==> src/rtl/pc_gen.sv <==
// Program-counter generator for the IF stage: sequential increment, branch, jump and return.
// Define PC_RAS_EN to add a return-address stack that supplies return targets.
module pc_gen #(
  parameter int unsigned     XLEN         = 32,
  parameter logic [XLEN-1:0] RESET_VECTOR = '0,
  parameter int unsigned     INC          = 4,
  parameter int unsigned     RAS_DEPTH    = 4
) (
  input  logic            CLK,
  input  logic            rst,
  input  logic            stall,
  input  logic            branchFlag,
  input  logic            zeroFlag,
  input  logic            jumpFlag,
  input  logic            callFlag,
  input  logic            returnFlag,
  input  logic [XLEN-1:0] jumpAddress,
  input  logic [XLEN-1:0] branchOffset,
  input  logic [XLEN-1:0] returnAddress,
  input  logic [XLEN-1:0] linkAddress,
  output logic [XLEN-1:0] PC,
  output logic            flush_INST_CTRL_ID,
  output logic            misaligned,
  output logic            ras_empty
);

  logic [XLEN-1:0] pc_q, pc_d;
  logic            misaligned_q, misaligned_d;
  logic [XLEN-1:0] ret_target;
  logic [XLEN-1:0] target_raw;
  logic            taken, redirect;

  assign taken    = branchFlag & zeroFlag;
  assign redirect = taken | jumpFlag | returnFlag;

`ifdef PC_RAS_EN
  localparam int unsigned PtrW = $clog2(RAS_DEPTH);

  logic [XLEN-1:0] ras_mem_q [RAS_DEPTH];
  // ptr_q is the next free slot; the top entry sits one below it
  logic [PtrW-1:0] ptr_q, ptr_d, top_idx;
  logic [PtrW:0]   cnt_q, cnt_d;
  logic            push, pop, swap;

  assign push    = jumpFlag & callFlag & ~returnFlag;
  assign pop     = returnFlag & ~(jumpFlag & callFlag);
  assign swap    = jumpFlag & callFlag & returnFlag;
  assign top_idx = ptr_q - PtrW'(1);

  assign ret_target = (cnt_q != '0) ? ras_mem_q[top_idx] : returnAddress;
  assign ras_empty  = (cnt_q == '0);

  always_comb begin
    ptr_d = ptr_q;
    cnt_d = cnt_q;
    if (push) begin
      ptr_d = ptr_q + PtrW'(1);
      if (cnt_q != (PtrW + 1)'(RAS_DEPTH)) cnt_d = cnt_q + (PtrW + 1)'(1);
    end else if (pop && cnt_q != '0) begin
      ptr_d = top_idx;
      cnt_d = cnt_q - (PtrW + 1)'(1);
    end
  end

  always_ff @(posedge CLK or negedge rst) begin
    if (!rst) begin
      ptr_q <= '0;
      cnt_q <= '0;
    end else begin
      ptr_q <= ptr_d;
      cnt_q <= cnt_d;
    end
  end

  // Storage needs no reset: count gates every read
  always_ff @(posedge CLK) begin
    if (push) begin
      ras_mem_q[ptr_q] <= linkAddress;
    end else if (swap) begin
      ras_mem_q[top_idx] <= linkAddress;
    end
  end
`else
  localparam int unsigned unused_ras_depth = RAS_DEPTH;
  logic unused_ras_inputs;

  assign unused_ras_inputs = callFlag ^ (^linkAddress);
  assign ret_target        = returnAddress;
  assign ras_empty         = 1'b1;
`endif

  always_comb begin
    if (returnFlag) begin
      target_raw = ret_target;
    end else if (jumpFlag) begin
      target_raw = jumpAddress;
    end else begin
      target_raw = pc_q + branchOffset;
    end

    pc_d = pc_q + XLEN'(INC);
    if (redirect) begin
      pc_d = {target_raw[XLEN-1:2], 2'b00};
    end else if (stall) begin
      pc_d = pc_q;
    end

    misaligned_d = redirect & (|target_raw[1:0]);
  end

  always_ff @(posedge CLK or negedge rst) begin
    if (!rst) begin
      pc_q         <= RESET_VECTOR;
      misaligned_q <= 1'b0;
    end else begin
      pc_q         <= pc_d;
      misaligned_q <= misaligned_d;
    end
  end

  assign PC                 = pc_q;
  assign misaligned         = misaligned_q;
  assign flush_INST_CTRL_ID = redirect;

endmodule

==> config.mk <==
export PLATFORM = sky130hd
export DESIGN_NAME = pc_gen
export DESIGN_NICKNAME = d
export VERILOG_FILES = /design/src/rtl/pc_gen.sv
export SDC_FILE = /design/constraint.sdc
export NUM_CORES = 1
export LEC_CHECK = 0
export ABC_CLOCK_PERIOD_IN_PS = 3300
export BUFFER_PORTS_ARGS = -buffer_cell sky130_fd_sc_hd__clkbuf_2
export CORE_MARGIN = 4
export CORE_UTILIZATION = 47
export CTS_BUF_LIST = sky130_fd_sc_hd__clkbuf_16
export DETAILED_ROUTE_END_ITERATION = 10
export PLACE_DENSITY = 0.8
export SLEW_MARGIN = 20
export SYNTH_ARGS = -nofsm -noshare
export SYNTH_HDL_FRONTEND = slang
export SYNTH_SLANG_ARGS = --single-unit
==> constraint.sdc <==
create_clock -name CLK -period 3.3 [get_ports CLK]
set_clock_uncertainty 0.1 [all_clocks]
set_input_delay 0.66 -clock CLK [delete_from_list [all_inputs] [get_ports CLK]]
set_output_delay 0.66 -clock CLK [all_outputs]
set_load 0.05 [all_outputs]
# Word-level counts from Yosys, hierarchy flattened
# Cells that the tools add are included.
[totals]
input_bits = 136
wordCells = 14
output_inout_bits = 35
regBits = 33
[op_classes]
bitwise = 4
muxes = 4
eq_ne = 1
reduce_logical = 1
add_sub_neg = 2
[op_table]
columns = ["cell", "n"]
rows = [
  ["$mux 32", 4],
  ["$add 32x3->32 const B", 1],
  ["$add 32x32->32", 1],
  ["$and 1x1->1", 2],
  ["$ne 2x1->1 const B", 1],
  ["$or 1x1->1", 2],
  ["$reduce_or 2->1", 1],
]

# Longest topological paths before layout
[logic_depth]
ltp_word = 5
ltp_mapped = 11
mapped_depth_nobuf = 10

# Least setup slack after synthesis
# No wires, ideal clock.
[synth_timing]
path_type = "register -> register"
from = "register pc_q[8], in the netlist PC[8]"
to = "register pc_q[16], in the netlist PC[16]"
path_stages_with_launch = 11
slack_ns = 0.250
arrival_ns = 2.873
setup_ns = 0.077
synth_period_minus_slack_ns = 3.050
t_required_ns = 3.123
path_cell_list = "dfrtp_1 > ha_1 > a21o_1 > a211oi_2 > or4b_1 > a31o_2 > a31o_1 > xnor2_1 > o21ai_0 > o21ai_1 > a21oi_1"
[synth_between]
elab_chain_cells = 4
word_cells_on_any_way = 6
[synth_rtl]
columns = ["item", "line_no", "rtl"]
rows = [
  ["from (decl)", "27", "logic [XLEN-1:0] pc_q, pc_d;"],
  ["from (signal assigned)", "116", "pc_q <= pc_d;"],
  ["$add 32x32->32", "98", "target_raw = pc_q + branchOffset;"],
  ["$mux 32", "95", "end else if (jumpFlag) begin"],
  ["$mux 32", "93", "if (returnFlag) begin"],
  ["$mux 32 (*)", "102", "if (redirect) begin"],
]
# Mark *: on every way between the ends. The rest lies on a longest branch, timed or not. The select of a mux whose other input is x is not followed.
# A chain may end at the register's enable or synchronous reset.

# Final worst setup path
[layout_timing]
from = "input branchOffset[3]"
to = "register pc_q[19], in the netlist PC[19]"
[layout_between]
elab_chain_cells = 4
[layout_rtl]
columns = ["item", "line_no", "rtl"]
rows = [
  ["from (decl)", "18", "input logic [XLEN-1:0] branchOffset,"],
  ["$add 32x32->32", "98", ""],
  ["$mux 32", "95", ""],
  ["$mux 32", "93", ""],
  ["$mux 32", "102", ""],
]
# No other way between the ends.

==> flow_summary_export.csv <==
group,metric,value,unit
clock_tree,cts_hold_buf,0,
sta,timing.hold.ws,0.396,ns
synth,syn_avg_cell_area,7.66,µm²
drt,dr.pass1.iters,5,
clock_tree,worstSkewPairLatency,0.28,ns
drt,met1_length,4.73,mm
clock_tree,cts_tree,"done",
drt,num_vias,4071,
sta,max_freq,320,MHz
sta,fin_crit_sh,0.946,
synth,synth_edf_count,0,
finish,area_growth,28.1,%
worst_setup_path,regToRegSetupSlack,0.26,ns
floorplanning,die_w,93.9,µm
global_routing,antenna_found_initial,0,
worst_setup_path,worstPathMaxFanout,3,
finish,drive_gt1_frac,0.279,
floorplanning,rows,31,
power_and_ir_drop,p_total,2100,µW
drt,drc_errors,0,
worst_setup_path,path_class,"input port to register",
drt,wl,11.9,mm
finish,nets,756,
synth,synth-seq-area-share,0.224,
clock_tree,clkSinkCount,31,
synth,synth_cell_types,55,
drt,met3WireLength,1.10,mm
global_routing,grt_first_pass_wirelength,19.4,mm
sta,finalSetupViolations,0,
finish,multi_input_area,2550,µm²
placement,gp_congestion,1.02,
run_status,status,"finished, final reports clean",
power_and_ir_drop,p_per_area,474,nW/µm²
floorplanning,core_area,7210,µm²
sta,slew_viol_final,0,
clock_tree,htree_levels,2,
placement,placed_area,4300,µm²
global_routing,grt_overflow,0,
drt,routed.top_layer,"met4",
finish,layout_common_cells,"clkbuf_2 (134), nand2_1 (44), a21oi_1 (43)",
floorplanning,die_h,93.9,µm
finish,num_antenna_cells,0,
finish,stdcell_count,690,
drt,met2_wirelength,5.91,mm
sta,slew_headroom,0.291,
synth,yosys_warnings,0,
global_routing,grt_start_max_net_pins,40,
drt,via_per_inst,5.90,
synth,synth_top_flop_cell,"dfrtp_1",
clock_tree,cts.path.max_buffers,2,
run,max-cap-violations,0,
sta,worstMarginPinSlew,1.06,ns
min_path,worstHoldPathType,"input port to asynchronous set/reset pin",
worst_setup_path,cp.arrival,3.18,ns
worst_setup_path,cp-startpoint,"branchOffset[3]",
synth,postSynthCellCount,452,
placement,dp_cells,682,
synth,ys_ff_latch,31,
synth,syn_area,3460,µm²
sta,rsz0062_at_grt,"false",
synth,async_reset_ff_frac,1.00,
finish,register_area,776,µm²
clock_tree,clk_pin_slew,0.06,ns
drt,drtIter0Drc,242,
finish,layout_commonest_cell,"clkbuf_2",
sta,hold_viol,0,
clock_tree,cts_setup_buffers,0,
placement,numPortBuffers,134,
worst_setup_path,crit_required,3.36,ns
drt,postRouteAntennaNets,0,
sta,finalCriticalPeriod,3.12,ns
worst_setup_path,start_kind,"input port",
global_routing,grt_pass1_vias,4228,
clock_tree,clock-root-buffer,"clkbuf_16",
placement,dp_hpwl,9.24,mm
floorplanning,start_util,0.480,
worst_setup_path,worstReg2RegEnd,"PC[16]",
drt,wl_per_cell,17.3,µm
floorplanning,die_area,8810,µm²
floorplanning,top_level_ports,171,
finish,final.fill_count,696,
clock_tree,cts_made_buffers,5,
worst_setup_path,reg2regPathDepth,10,
clock_tree,ctsResizeCount,0,
worst_setup_path,reg2reg_from,"PC[10]",
sta,tns,0,ns
power_and_ir_drop,peakVddDrop,0.000268,V
global_routing,grt_usage,0.275,
power_and_ir_drop,p_leak,0.00210,µW
finish,fin_area,4440,µm²
worst_setup_path,endpoint_kind,"register",
## cell usage after synthesis (2+ instances only)
| master | number | share of area |
|---|---|---|
| nand2_1 | 44 | 0.048 |
| a21oi_1 | 43 | 0.062 |
| o21ai_0 | 35 | 0.051 |
| dfrtp_1 | 31 | 0.22 |
| nor2_1 | 31 | 0.034 |
| ha_1 | 30 | 0.11 |
| xor2_1 | 23 | 0.058 |
| xnor2_1 | 22 | 0.056 |
| nand3_1 | 19 | 0.027 |
| clkbuf_1 | 15 | 0.016 |
| o22ai_1 | 12 | 0.022 |
| a21o_1 | 11 | 0.024 |
| inv_1 | 11 | 0.012 |
| nor3_1 | 11 | 0.016 |
| nand4_1 | 9 | 0.016 |
| a211oi_1 | 8 | 0.017 |
| nor2b_1 | 8 | 0.014 |
| a22oi_1 | 6 | 0.013 |
| a222oi_1 | 5 | 0.014 |
| nor4_1 | 5 | 0.0090 |
| or3_1 | 5 | 0.0090 |
| a221oi_1 | 4 | 0.010 |
| a31oi_1 | 4 | 0.0072 |
| nand2b_1 | 4 | 0.0072 |
| nor3b_1 | 4 | 0.0087 |
| o21a_1 | 4 | 0.0087 |
| a21oi_2 | 3 | 0.0076 |
| and2_1 | 3 | 0.0054 |
| and3_1 | 3 | 0.0054 |
| buf_4 | 3 | 0.0065 |
| o31ai_1 | 3 | 0.0065 |
| and4_1 | 2 | 0.0051 |
| buf_1 | 2 | 0.0022 |
| buf_2 | 2 | 0.0029 |
| conb_1 | 2 | 0.0022 |
| mux2i_1 | 2 | 0.0058 |
| o211ai_1 | 2 | 0.0043 |
| o21ai_1 | 2 | 0.0029 |
| o221ai_1 | 2 | 0.0051 |
| o311ai_0 | 2 | 0.0051 |
## per-layer routing
layer  track usage  up-vias
met4        0.0903        0
met1         0.338     1867
met3        0.0401       21
li1              -     1968
met2         0.491      215
met5             0        -
## cell families after synthesis
kind of cell	share of synthesized area
AO/OA/AOI/OAI	0.295
AND/OR/NAND/NOR	0.210
XOR/XNOR	0.114
buffers and inverters	0.0408
flip-flops	0.224
adder cells (fa/ha/maj)	0.108
other	0.00217
multiplexers	0.00578
## cell type report
type | count | area share
repair buffers | 152 | 0.182
well taps | 99 | 0.0279
flip-flops and latches | 31 | 0.175
clock buffers | 5 | 0.0282
inverters | 12 | 0.0101
multi-input cells | 388 | 0.575
clock inverters | 3 | 0.00282
## registers in the layout, summed over array words and instances (netlist names)
name,cells
misaligned,1
PC,30
## critical path: stages
cell and delay (ns):
clkbuf_2 0.09, ha_1 0.33, a21oi_2 0.24, nor2_1 0.13
o41ai_2 0.44, a21oi_1 0.17, a211oi_1 0.34, o21ai_1 0.15
xor2_1 0.17, a222oi_1 0.34, o21ai_0 0.12
## how the worst max path moves through the flow
stage                         to
after global placement    PC[19]
final                     PC[19]
after global routing      PC[15]
after detailed placement  PC[31]
after CTS                 PC[16]
after floorplan           PC[16]
## where the power goes
| part | internal, µW | total, µW | switching (µW) |
|---|---|---|---|
| clock | 273 | 454 | 181 |
| combinational | 424 | 1130 | 705 |
| sequential | 438 | 521 | 82.9 |
| total | 1140 | 2100 | 968 |
## through the flow
step                      worst slack [ns]  utilization
after CTS                            0.232        0.615
after global placement              0.0627        0.596
after floorplan                      0.250            -
final                                0.177        0.615
after detailed placement           -0.0125        0.596
after global routing                0.0459        0.615
(Power assumes the default switching activity.)
